===== config.mk =====
export PLATFORM = sky130hd
export DESIGN_NAME = rx_slot_ctrl
export DESIGN_NICKNAME = d
export VERILOG_FILES = /design/src/rtl/rx_slot_ctrl_pkg.sv /design/src/rtl/rx_slot_fifo.sv /design/src/rtl/rx_slot_ctrl.sv
export SDC_FILE = /design/constraint.sdc
export NUM_CORES = 1
export LEC_CHECK = 0
export ABC_AREA = 1
export BUFFER_PORTS_ARGS = -buffer_cell sky130_fd_sc_hd__buf_2
export CORE_ASPECT_RATIO = 1.1
export CORE_UTILIZATION = 35
export DETAILED_ROUTE_END_ITERATION = 12
export SLEW_MARGIN = 20
export SYNTH_ARGS = -nofsm -noshare
export SYNTH_HDL_FRONTEND = slang
export SYNTH_SLANG_ARGS = --single-unit

===== constraint.sdc =====
create_clock -name wb_clk_i -period 6.7 [get_ports wb_clk_i]
set_input_delay 0.67 -clock wb_clk_i [delete_from_list [all_inputs] [get_ports wb_clk_i]]
set_output_delay 0.67 -clock wb_clk_i [all_outputs]
set_load 0.02 [all_outputs]

===== src/rtl/rx_slot_ctrl_pkg.sv =====
// rx_slot_ctrl_pkg: shared definitions for the RX slot controller.
// Holds the receive FSM encoding and the CSR offsets the Wishbone
// decode uses for the head, fill and drop registers.
package rx_slot_ctrl_pkg;

  typedef enum logic [1:0] {
    RXS_IDLE    = 2'b00,
    RXS_RECV    = 2'b01,
    RXS_DISCARD = 2'b11
  } rxs_state_e;

  localparam logic [7:0] CSR_HEAD_OFS = 8'h00;
  localparam logic [7:0] CSR_FILL_OFS = 8'h04;
  localparam logic [7:0] CSR_DROP_OFS = 8'h08;

endpackage


===== src/rtl/rx_slot_fifo.sv =====
// rx_slot_fifo: descriptor ring for committed RX frames.
// One length entry per slot. The slot index is the ring position itself.
// The tail pointer is exported so that payload writes land in the slot
// being filled. A pop is ignored while the ring is empty.
module rx_slot_fifo #(
  parameter int SLOT_AW = 2,
  parameter int LEN_W   = 12
) (
  input  logic               wb_clk_i,
  input  logic               wb_rst_i,
  input  logic               push_i,
  input  logic [LEN_W-1:0]   push_len_i,
  input  logic               pop_i,
  output logic [SLOT_AW-1:0] tail_o,
  output logic               head_valid_o,
  output logic [SLOT_AW-1:0] head_slot_o,
  output logic [LEN_W-1:0]   head_len_o,
  output logic [SLOT_AW:0]   fill_cnt_o
);

  localparam int SLOTS = 2**SLOT_AW;
  localparam logic [SLOT_AW:0] FULL_CNT = (SLOT_AW+1)'(SLOTS);

  logic [LEN_W-1:0]   len_mem [SLOTS];
  logic [SLOT_AW-1:0] head_ptr;
  logic [SLOT_AW-1:0] tail_ptr;
  logic [SLOT_AW:0]   count;
  logic               pop_ok;
  logic               push_ok;

  assign pop_ok  = pop_i && (count != '0);
  assign push_ok = push_i && ((count != FULL_CNT) || pop_ok);

  // Ring pointers, occupancy and stored lengths; push and pop may share a cycle
  always_ff @(posedge wb_clk_i) begin
    if (wb_rst_i) begin
      head_ptr <= '0;
      tail_ptr <= '0;
      count    <= '0;
      for (int i = 0; i < SLOTS; i++) begin
        len_mem[i] <= '0;
      end
    end else begin
      if (push_ok) begin
        len_mem[tail_ptr] <= push_len_i;
        tail_ptr          <= tail_ptr + SLOT_AW'(1);
      end
      if (pop_ok) begin
        head_ptr <= head_ptr + SLOT_AW'(1);
      end
      if (push_ok && !pop_ok) begin
        count <= count + (SLOT_AW+1)'(1);
      end else if (pop_ok && !push_ok) begin
        count <= count - (SLOT_AW+1)'(1);
      end
    end
  end

  assign tail_o       = tail_ptr;
  assign head_valid_o = (count != '0);
  assign head_slot_o  = head_ptr;
  assign head_len_o   = len_mem[head_ptr];
  assign fill_cnt_o   = count;

endmodule


===== src/rtl/rx_slot_ctrl.sv =====
// rx_slot_ctrl: sequences received UDP payload into a ring of RX memory slots.
// It allocates a slot per frame, writes the bytes one cycle after they are
// accepted, commits or discards the frame, and presents the oldest committed
// frame to the CSR side. Optional macro RX_SLOT_IRQ_EN enables irq_o.
// Without that macro, irq_o is tied low.
module rx_slot_ctrl
  import rx_slot_ctrl_pkg::*;
#(
  parameter int OCT     = 8,
  parameter int SLOT_AW = 2,
  parameter int BYTE_AW = 11,
  parameter int DROP_W  = 16
) (
  input  logic                       wb_clk_i,
  input  logic                       wb_rst_i,
  input  logic                       frm_start_i,
  input  logic                       frm_data_v_i,
  input  logic [OCT-1:0]             frm_data_i,
  input  logic                       frm_end_i,
  input  logic                       frm_err_i,
  output logic                       mem_we_o,
  output logic [SLOT_AW+BYTE_AW-1:0] mem_waddr_o,
  output logic [OCT-1:0]             mem_wdata_o,
  input  logic                       host_pop_i,
  output logic                       head_valid_o,
  output logic [SLOT_AW-1:0]         head_slot_o,
  output logic [BYTE_AW:0]           head_len_o,
  output logic [SLOT_AW:0]           fill_cnt_o,
  output logic [DROP_W-1:0]          drop_cnt_o,
  output logic                       busy_o,
  input  logic                       irq_en_i,
  output logic                       irq_o
);

  localparam logic [BYTE_AW:0] SLOT_BYTES = (BYTE_AW+1)'(2**BYTE_AW);
  localparam logic [SLOT_AW:0] RING_FULL  = (SLOT_AW+1)'(2**SLOT_AW);

  rxs_state_e         state;
  rxs_state_e         state_n;
  logic [BYTE_AW:0]   byte_cnt;
  logic [BYTE_AW:0]   commit_len;
  logic [SLOT_AW-1:0] tail;
  logic               ring_full;
  logic               wr_en;
  logic               cnt_clr;
  logic               cnt_inc;
  logic               commit;
  logic               drop_inc;
  logic               drop_bump;

  assign ring_full  = (fill_cnt_o == RING_FULL);
  assign commit_len = byte_cnt + (BYTE_AW+1)'(frm_data_v_i);
  assign drop_bump  = drop_inc && !(&drop_cnt_o);
  assign busy_o     = (state != RXS_IDLE);

  rx_slot_fifo #(
    .SLOT_AW (SLOT_AW),
    .LEN_W   (BYTE_AW+1)
  ) u_fifo (
    .wb_clk_i     (wb_clk_i),
    .wb_rst_i     (wb_rst_i),
    .push_i       (commit),
    .push_len_i   (commit_len),
    .pop_i        (host_pop_i),
    .tail_o       (tail),
    .head_valid_o (head_valid_o),
    .head_slot_o  (head_slot_o),
    .head_len_o   (head_len_o),
    .fill_cnt_o   (fill_cnt_o)
  );

  // Receive FSM state register
  always_ff @(posedge wb_clk_i) begin
    if (wb_rst_i) begin
      state <= RXS_IDLE;
    end else begin
      state <= state_n;
    end
  end

  // Next state and per-cycle actions; a new start outranks data and end
  always_comb begin
    state_n  = state;
    wr_en    = 1'b0;
    cnt_clr  = 1'b0;
    cnt_inc  = 1'b0;
    commit   = 1'b0;
    drop_inc = 1'b0;
    case (state)
      RXS_IDLE, RXS_DISCARD: begin
        if (frm_start_i) begin
          cnt_clr = 1'b1;
          if (ring_full) begin
            state_n  = RXS_DISCARD;
            drop_inc = 1'b1;
          end else begin
            state_n = RXS_RECV;
          end
        end else if (frm_end_i && (state == RXS_DISCARD)) begin
          state_n = RXS_IDLE;
        end
      end
      RXS_RECV: begin
        if (frm_start_i) begin
          drop_inc = 1'b1;
          cnt_clr  = 1'b1;
        end else if (frm_data_v_i && (byte_cnt == SLOT_BYTES)) begin
          drop_inc = 1'b1;
          state_n  = frm_end_i ? RXS_IDLE : RXS_DISCARD;
        end else begin
          if (frm_data_v_i) begin
            wr_en   = 1'b1;
            cnt_inc = 1'b1;
          end
          if (frm_end_i) begin
            state_n = RXS_IDLE;
            if (frm_err_i) begin
              drop_inc = 1'b1;
            end else begin
              commit = 1'b1;
            end
          end
        end
      end
      default: begin
        state_n = RXS_IDLE;
      end
    endcase
  end

  // Byte counter and registered write port into the current tail slot
  always_ff @(posedge wb_clk_i) begin
    if (wb_rst_i) begin
      byte_cnt    <= '0;
      mem_we_o    <= 1'b0;
      mem_waddr_o <= '0;
      mem_wdata_o <= '0;
    end else begin
      mem_we_o <= wr_en;
      if (wr_en) begin
        mem_waddr_o <= {tail, byte_cnt[BYTE_AW-1:0]};
        mem_wdata_o <= frm_data_i;
      end
      if (cnt_clr) begin
        byte_cnt <= '0;
      end else if (cnt_inc) begin
        byte_cnt <= byte_cnt + (BYTE_AW+1)'(1);
      end
    end
  end

  // Saturating dropped-frame counter, cleared only by reset
  always_ff @(posedge wb_clk_i) begin
    if (wb_rst_i) begin
      drop_cnt_o <= '0;
    end else if (drop_bump) begin
      drop_cnt_o <= drop_cnt_o + DROP_W'(1);
    end
  end

`ifdef RX_SLOT_IRQ_EN
  // Level while frames are pending, plus a one-cycle pulse on each counted drop
  always_ff @(posedge wb_clk_i) begin
    if (wb_rst_i) begin
      irq_o <= 1'b0;
    end else begin
      irq_o <= irq_en_i && (head_valid_o || drop_bump);
    end
  end
`else
  logic unused_irq_en;
  assign unused_irq_en = irq_en_i;
  assign irq_o         = 1'b0;
`endif

endmodule

==> impl_metrics.ini, run 1 <==
[floorplanning]
initial_core_util_pct = 36.2
fp.coreArea_sq_mm = 0.0146
rows = 46
die_h_um = 131
dieArea_sq_mm = 0.0156
io_pins = 74
chipWidth_um = 119

[drt]
initialDrtViolationCount = 318
ant_nets = 0
drc = 0
vias = 4362
via_per_inst = 4.86
wl_per_cell_um = 13.6
wirelength_um = 12200
first_pass_iters = 4

[clock_tree]
cts-resized-gates = 0
cts_sinks = 109
htree_levels = 3
cts_setup_buffers = 0
cts_root_buffer = clkbuf_16
clkSlewWorstSetupHoldPaths_ns = 0.07
clock_path_buffers = 2
cts_tree = built
hold_buffers = 0
cts_buffers = 9
clock_latency_ns = 0.36

[synth]
synth_edf_count = 48
yosysSeqAreaShare_pct = 50.5
yosys-top-cells-count = nor2_1 (128), nand2_1 (92), dfxtp_1 (61)
synthesis.area_sq_mm = 0.00527
syn_inst = 638
avgSynthCellArea_sq_um = 8.26
synth_seq_cells = 109
yosysMostFrequentCell = nor2_1
syn-num-nets = 665
netlist_top_cells_area = edfxtp_1 (27%), dfxtp_1 (23%), nor2_1 (9.1%)
synth.distinct_cells = 35
ys_warn_count = 0
synth_top_area_share_pct = 27.3
async_flop_share_pct = 0
ys.flop_type = dfxtp_1
yosys.area.top_type = edfxtp_1

[placed_design]
dp_hpwl_um = 8560
port_buffers = 71
place_congestion = 0.886

[worst_setup_path]
critical_path.max_fanout = 25
critPathKind = flip-flop to output pin
worstPathRequired_ns = 6.03
endpoint_kind = output pin
cp.arrival_ns = 2.35
startpoint_type = flip-flop

[sta]
fin_skew_ns = 0.0101
slew_viol_final = 0
slew_headroom_pct = 46.7
setup_viol = 0
hold_viol_final = 0
max_slew.worst_pin.slew_ns = 0.798
fin_crit_ns = 3.02
setup_tns_ns = 0
max_freq_mhz = 331
rsz0062_at_grt = false
post-route-period-util_pct = 45.1

[hold_path]
hp-class = flip-flop to flip-flop

[pwr]
p_per_area_mw_per_mm2 = 285
p_leak_nw = 2.45
ir_worst_vdd_v = 0.000181

[grt]
grt_max_degree = 45
first_global_vias = 4312
grt_pass1_wl_um = 20900
antenna_found_initial = 0
overflow = 0
grt_usage_pct = 17.0

[layout]
multi_input_area_sq_mm = 0.00224
diodes = 0
seqCellArea_sq_mm = 0.00266
num-fill-cells = 1496
syn_to_final_growth_pct = 15.0
fin_util_pct = 41.6
drive_above_1_share_pct = 16.3
nets = 727

[run]
cap_violations = 0

[run_status]
outcome = complete, no violations
## path summary, 6_finish.rpt
path	startpoint	endpoint	slack (ns)	cells after the start
hold reg to reg	byte_cnt[10]$_SDFFE_PP0P_	byte_cnt[10]$_SDFFE_PP0P_	0.48	2
setup / recovery	flip-flop	head_len_o[0]	3.68	4
setup reg to reg	byte_cnt[0]$_SDFFE_PP0P_	byte_cnt[4]$_SDFFE_PP0P_	3.92	11
hold / removal	byte_cnt[10]$_SDFFE_PP0P_	byte_cnt[10]$_SDFFE_PP0P_	0.48	2
## per-stage QoR
step / cells / hold WS, ns / power [mW] / cell area, sq um / worst slack, ns
floorplan: 638 / 0.450 / 1.10 / 5270 / 4.07
global placement: 881 / 0.463 / 1.21 / 5780 / 3.86
detailed placement: 881 / 0.470 / 1.23 / 5780 / 3.83
CTS: 897 / 0.483 / 1.75 / 6060 / 3.65
global route: 897 / 0.512 / 1.83 / 6060 / 3.44
finish: 897 / 0.484 / 1.73 / 6060 / 3.68
## flip-flops by register name, summed over array words and instances (netlist names), named ones only
signal,flops
u_fifo.len_mem,48
drop_cnt_o,16
u_fifo.head_slot_o,2
mem_wdata_o,8
byte_cnt,12
u_fifo.fill_cnt_o,3
mem_waddr_o,13
state,2
u_fifo.tail_o,2
mem_we_o,1
## cell type report
cell class	instances	area share (%)
Clock buffer	11	4.00
Clock inverter	5	0.702
Inverter	62	3.84
Multi-Input combinational cell	441	37.0
Sequential cell	109	43.9
Tap cell	192	3.96
Timing Repair Buffer	77	6.60
## report_power, final
part / leakage [nW] / total [mW] / internal [mW] / switching, mW
combinational: 1.32 / 0.410 / 0.138 / 0.272
clock: 0.139 / 0.515 / 0.268 / 0.247
sequential: 0.995 / 0.803 / 0.741 / 0.0620
## routing by layer
metal,part of all wire (%),wire length [um],GRT usage (%)
met2,52,6380,32.0
met5,0,0,0
met3,4.6,566,4.04
met4,1.8,224,6.11
met1,41,5060,18.7
## cell families after synthesis
family / after synthesis / share of synthesized area [%]
AO/OA/AOI/OAI: 112 / 11.2
XOR/XNOR: 26 / 4.32
adder cells (fa/ha/maj): 11 / 2.75
buffers and inverters: 88 / 6.98
flip-flops: 109 / 50.5
other: 1 / 0.0711
AND/OR/NAND/NOR: 291 / 24.2
## placed cells by master (no fill, tap or decap), types with 5 or more instances in the layout
master     netlist  final
ha_1            10     10
a21oi_1         34     34
nor3_1          24     24
xor2_1          23     23
nand4_1          5      5
nand2_1         92     92
clkbuf_16        0      9
o22ai_1         13     13
nand3_1         16     16
nand2_2          5      5
nor2_1         128    128
inv_1           54     54
dfxtp_1         61     61
buf_4            3      6
inv_2            6      6
buf_2            9     71
o21ai_0         59     59
edfxtp_1        48     48
## worst max-delay path, stage by stage, from the launching register on
cell and delay (ns):
dfxtp_1 0.84, inv_1 0.56, o21ai_0 0.29, o22ai_1 0.12, buf_2 0.17
No activity file was read; power rests on OpenSTA's default activity.
==> run 2, diff against run 1 <==
Clock period 6.7 ns to 3.1 ns, I/O delays scaled along.
==> run 2 against run 1 <==
  * Sequential share of layout area rose by 0.054 points
  * Final cell count rose by 0.11%
  * First-iteration DRC count fell by 25%
  * Core utilization fell by 0.052 points
  * Sequential power rose by 110%
  * Non-clock buffer count rose by 1
  * Highest routed layer unchanged
  * Via count fell by 0.71%
  * Register-to-register slack got worse by 3.3 ns
  * Global-route usage fell by 0.24 points
  * Hold slack got worse by 0.27 ns
==> impl_metrics.ini, run 2 (same netlist as run 1, synthesis figures left out) <==
[worst_setup_path]
startpoint = state[1]$_SDFFE_PP0P_
max_stage_delay_ns = 0.39
startpoint_type = flip-flop
crit_family = adder cells
critical_path.max_fanout = 4
crit_chain = inv_1 -> ha_1 -> inv_1 -> nor3_1 -> nand3_1 -> inv_1 -> nand2_2 -> inv_1 -> ha_1 -> inv_1 -> fa_1 -> a21oi_1 -> o21ai_0 -> o21ai_0 -> a21oi_1
critPathSlowestCell = fa_1
cp.arrival_ns = 2.67
endpoint_kind = flip-flop
crit_cells = 15
worstPathRequired_ns = 3.33
critPathKind = flip-flop to flip-flop
worstReg2RegStart = state[1]$_SDFFE_PP0P_
crit_path_frequent_cell = inv_1
crit_buf_inv = 5
ff2ff_path_depth = 15

[sta]
setup_viol = 0
rsz0062_at_grt = false
post-route-period-util_pct = 78.5
slew_headroom_pct = 54.1
max_freq_mhz = 411
setup_tns_ns = 0
hold_viol_final = 0
fin_crit_ns = 2.43
slew_viol_final = 0
fin_skew_ns = 0.00844
max_slew.worst_pin.slew_ns = 0.688

[layout]
most-common-layout-cells = nor2_1 (128), nand2_1 (92), buf_2 (71)
diodes = 0
fin_util_pct = 41.6
reg.largest.list = u_fifo.len_mem (48), drop_cnt_o (16), mem_waddr_o (13)
final_common_cell = nor2_1
largest_reg_flops = 48
largest_register = u_fifo.len_mem
syn_to_final_growth_pct = 14.9
nets = 728
num-fill-cells = 1489
drive_above_1_share_pct = 16.4

[pwr]
p_switching_mw = 1.23
p_leak_nw = 2.44
pwr-share-seq_pct = 46.3
p_int_mw = 2.45
p_per_area_mw_per_mm2 = 609
p_clk_share_pct = 28.9
ir_worst_vdd_v = 0.000211
p_comb_share_pct = 24.8
switching_share_pct = 33.5

[placed_design]
dp_hpwl_um = 8570
place_congestion = 0.887
port_buffers = 71

[grt]
overflow = 0
grt_usage_pct = 16.8
antenna_found_initial = 0
grt_pass1_wl_um = 20300
first_global_vias = 4257
grt_max_degree = 41

[floorplanning]
fp.coreArea_sq_mm = 0.0146
die_h_um = 131
dieArea_sq_mm = 0.0156
io_pins = 74
chipWidth_um = 119
rows = 46
initial_core_util_pct = 36.2

[clock_tree]
cts_root_buffer = clkbuf_16
cts_sinks = 109
cts_tree = built
clkSlewWorstSetupHoldPaths_ns = 0.07
htree_levels = 3
clock_latency_ns = 0.35
cts_setup_buffers = 0
cts-resized-gates = 0
cts_buffers = 9
clock_path_buffers = 2
hold_buffers = 0

[drt]
wirelength_um = 12200
first_pass_iters = 4
via_per_inst = 4.82
vias = 4331
ant_nets = 0
initialDrtViolationCount = 240
drc = 0
wl_per_cell_um = 13.6

[hold_path]
whs_path_depth = 3
worstHoldStart = frm_data_i[2]
hp-class = input pin to flip-flop

[run_status]
outcome = complete, no violations

[run]
cap_violations = 0
==> run 2: cell type report <==
| cell class | instances | area [sq um] | share of cell area [%] |
|---|---|---|---|
| Inverter | 62 | 233 | 3.84 |
| Sequential cell | 109 | 2660 | 44.0 |
| Clock buffer | 11 | 233 | 3.84 |
| Clock inverter | 5 | 37.5 | 0.620 |
| Timing Repair Buffer | 78 | 408 | 6.74 |
| Multi-Input combinational cell | 441 | 2240 | 37.0 |
| Tap cell | 192 | 240 | 3.97 |
==> run 2: worst paths after layout <==
check / end / slack (ns)
setup / recovery: u_fifo.fill_cnt_o[2]$_SDFFE_PP0P_ / 0.67
setup reg to reg: u_fifo.fill_cnt_o[2]$_SDFFE_PP0P_ / 0.67
hold / removal: mem_wdata_o[2]$_SDFFE_PP0P_ / 0.22
hold reg to reg: mem_wdata_o[7]$_SDFFE_PP0P_ / 0.48
==> run 2: power by group through the flow <==
stage,Sequential [mW],Clock [mW],Combinational [mW]
2_1_floorplan,1.81,0,0.567
3_3_place_gp,1.73,0,0.900
5_1_grt,1.72,1.15,1.03
4_1_cts,1.71,1.10,0.926
3_5_place_dp,1.74,0,0.923
6_report,1.71,1.06,0.913
==> run 2: worst register-to-register path, delay by kind of cell (launching register included) <==
family / cells / cell delay (ns)
adder cells (fa/ha/maj): 3 / 0.76
AND/OR/NAND/NOR: 3 / 0.34
AO/OA/AOI/OAI: 4 / 0.49
flip-flops: 1 / 0.34
buffers and inverters: 5 / 0.39
==> run 2: stage by stage <==
stage | total power, mW | instances | hold slack [ns] | setup WS (ns) | instance area, sq um
5_1_grt | 3.90 | 898 | 0.226 | 0.333 | 6060
6_report | 3.69 | 898 | 0.216 | 0.665 | 6060
3_3_place_gp | 2.63 | 882 | 0.463 | 0.636 | 5790
4_1_cts | 3.73 | 898 | 0.206 | 0.539 | 6060
3_5_place_dp | 2.66 | 882 | 0.469 | 0.556 | 5790
2_1_floorplan | 2.38 | 638 | 0.450 | 0.545 | 5270
==> run 2: layer usage <==
layer	routed length, um	global-route usage, %	vias up
met4	379	8.79	0
met2	6110	30.3	79
met1	5240	18.7	1994
met3	454	3.52	28
met5	0	0	-
li1	-	-	2230
==> run 3, diff against run 2 <==
Settings changed: ABC_AREA 1 to 0.
Clock period 3.1 ns to 2.39 ns, I/O delays scaled along.
==> run 3 against run 2 <==
  * The flow now finishes with violations (setup timing)
  * Sequential cell count unchanged
  * Routed wire length shrank 4.8%
  * Sequential share of layout area is 1.3 points lower
  * Clock skew increased by 0.00057 ns
  * Via count shrank 11%
  * Largest power group unchanged
==> impl_metrics.ini, run 3 <==
[drt]
ant_nets = 0
first_pass_iters = 5
wl_per_cell_um = 14.8
initialDrtViolationCount = 125
drc = 0
via_per_inst = 4.94
wirelength_um = 11600
vias = 3871

[worst_setup_path]
cp.arrival_ns = 2.73
endpoint_kind = flip-flop
reg2reg_slack_ns = -0.05
startpoint_type = flip-flop
crit_buf_inv = 2
max_stage_delay_ns = 0.54
critPathSlowestCell = or4_4
crit_path_frequent_cell = a21oi_2
critPathKind = flip-flop to flip-flop
worstPathRequired_ns = 2.68
crit_family = simple AND/OR/NAND/NOR gates
crit_chain = or4_4 -> buf_6 -> nor4_4 -> a21oi_2 -> ha_2 -> inv_2 -> fa_2 -> xor2_1 -> or3_1 -> a21oi_2
critical_path.max_fanout = 2

[layout]
nets = 617
largest_register = u_fifo.len_mem
reg.largest.list = u_fifo.len_mem (48), drop_cnt_o (16), mem_waddr_o (13)
fin_util_pct = 44.9
drive_above_1_share_pct = 28.7
diodes = 0
final_common_cell = nor2_1
largest_reg_flops = 48
syn_to_final_growth_pct = 24.6
most-common-layout-cells = nor2_1 (79), nand2_1 (72), buf_2 (72)

[pwr]
p_per_area_mw_per_mm2 = 677
ir_worst_vdd_v = 0.000411
p_leak_nw = 2.32

[clock_tree]
cts_buffers = 9
htree_levels = 3
cts_tree = built
clkSlewWorstSetupHoldPaths_ns = 0.07
clock_path_buffers = 2
cts_root_buffer = clkbuf_16
cts_sinks = 109
clock_latency_ns = 0.36

[grt]
overflow = 0
antenna_found_initial = 0
grt_pass1_wl_um = 19300
first_global_vias = 3940
grt_max_degree = 23
grt_usage_pct = 16.8

[floorplanning]
die_h_um = 127
io_pins = 74
chipWidth_um = 116
initial_core_util_pct = 36.0
fp.coreArea_sq_mm = 0.0139
rows = 45
dieArea_sq_mm = 0.0148

[synth]
synth_top_area_share_pct = 28.8
yosysMostFrequentCell = nor2_1
synth_edf_count = 48
netlist_top_cells_area = edfxtp_1 (29%), dfxtp_1 (24%), nor2_1 (5.9%)
yosys-top-cells-count = nor2_1 (79), nand2_1 (72), dfxtp_1 (61)
synth_seq_cells = 109
async_flop_share_pct = 0
syn_inst = 498
ys.flop_type = dfxtp_1
syn-num-nets = 525
avgSynthCellArea_sq_um = 10.1
yosys.area.top_type = edfxtp_1
ys_warn_count = 0
synthesis.area_sq_mm = 0.00501
yosysSeqAreaShare_pct = 53.2
synth.distinct_cells = 51

[sta]
slew_headroom_pct = 55.8
rsz0062_at_grt = true
setup_ws_ns = -0.0490
hold_viol_final = 0
fin_skew_ns = 0.00902
slew_viol_final = 0
post-route-period-util_pct = 102
fin_crit_ns = 2.44
max_freq_mhz = 410
max_slew.worst_pin.slew_ns = 0.663
setup_viol = 3

[run_status]
violations = setup timing
outcome = finished, violations left

[placed_design]
place_congestion = 0.781
dp_hpwl_um = 8050
pre_cts_ws_ns = -0.0830
port_buffers = 71

[hold_path]
hp-class = input pin to flip-flop

[run]
cap_violations = 0
-- run 3: kinds of logic after synthesis --
logic type / share of synthesized area (%)
simple gates: 21.0
flops: 53.2
compound gates: 8.09
buf+inv: 3.72
xor+xnor: 4.20
mux: 6.89
fa+ha+maj: 2.90
other cells: 0.0749
-- run 3: worst min-delay path, cell delays in order --
cell and delay [ns]:
buf_2 0.10, nand2_1 0.04, a21oi_1 0.05
-- run 3: where the power goes --
part           switching [mW]  internal, mW  leakage, nW
logic                   0.409         0.292         1.20
registers              0.0610          2.01        0.978
clock network           0.722         0.730        0.140
-- run 3: final cells by class --
type                    count  area [sq um]
fillers                  1349          7660
flip-flops and latches    109          2660
multi-input cells         345          2280
repair buffers            112           721
well taps                 188           235
clock buffers              10           229
clock inverters             6          60.1
inverters                  13          48.8
-- run 3: path summary, 6_finish.rpt --
path | startpoint | cells after the start | end
worst max register to register | byte_cnt[3]$_SDFFE_PP0P_ | 10 | u_fifo.fill_cnt_o[2]$_SDFFE_PP0P_
worst max-delay path | byte_cnt[3]$_SDFFE_PP0P_ | 10 | u_fifo.fill_cnt_o[2]$_SDFFE_PP0P_
worst min register to register | mem_wdata_o[7]$_SDFFE_PP0P_ | 2 | mem_wdata_o[7]$_SDFFE_PP0P_
worst min-delay path | frm_data_i[6] | 3 | mem_wdata_o[6]$_SDFFE_PP0P_
-- run 3: stage by stage --
step | setup TNS, ns | instances | power, mW | instance area [sq um] | hold slack (ns)
after global routing | -0.700 | 783 | 4.41 | 6240 | 0.113
final | -0.0665 | 783 | 4.23 | 6240 | 0.116
after detailed placement | -0.186 | 763 | 2.79 | 5810 | 0.448
after global placement | -0.0434 | 763 | 2.77 | 5810 | 0.443
after floorplan | -0.464 | 498 | 2.58 | 5060 | 0.375
after CTS | -0.208 | 782 | 4.25 | 6150 | 0.104
-- run 3: what timing repair did --
| action | in CTS | in global routing |
|---|---|---|
| cloned | 0 | 1 |
| hold buffers | 0 | 0 |
| endpoints found under the setup margin | 7 | 41 |
| pin swaps | 6 | 22 |
| resized for setup | 5 | 21 |
| setup buffers | 3 | 0 |
-- run 3: routing by layer --
metal	up-vias	global-route usage [%]	wire [um]
li1	1924	-	-
met1	1836	20.6	5020
met2	93	28.0	5770
met3	18	3.80	582
met4	0	7.62	234
met5	-	0	0
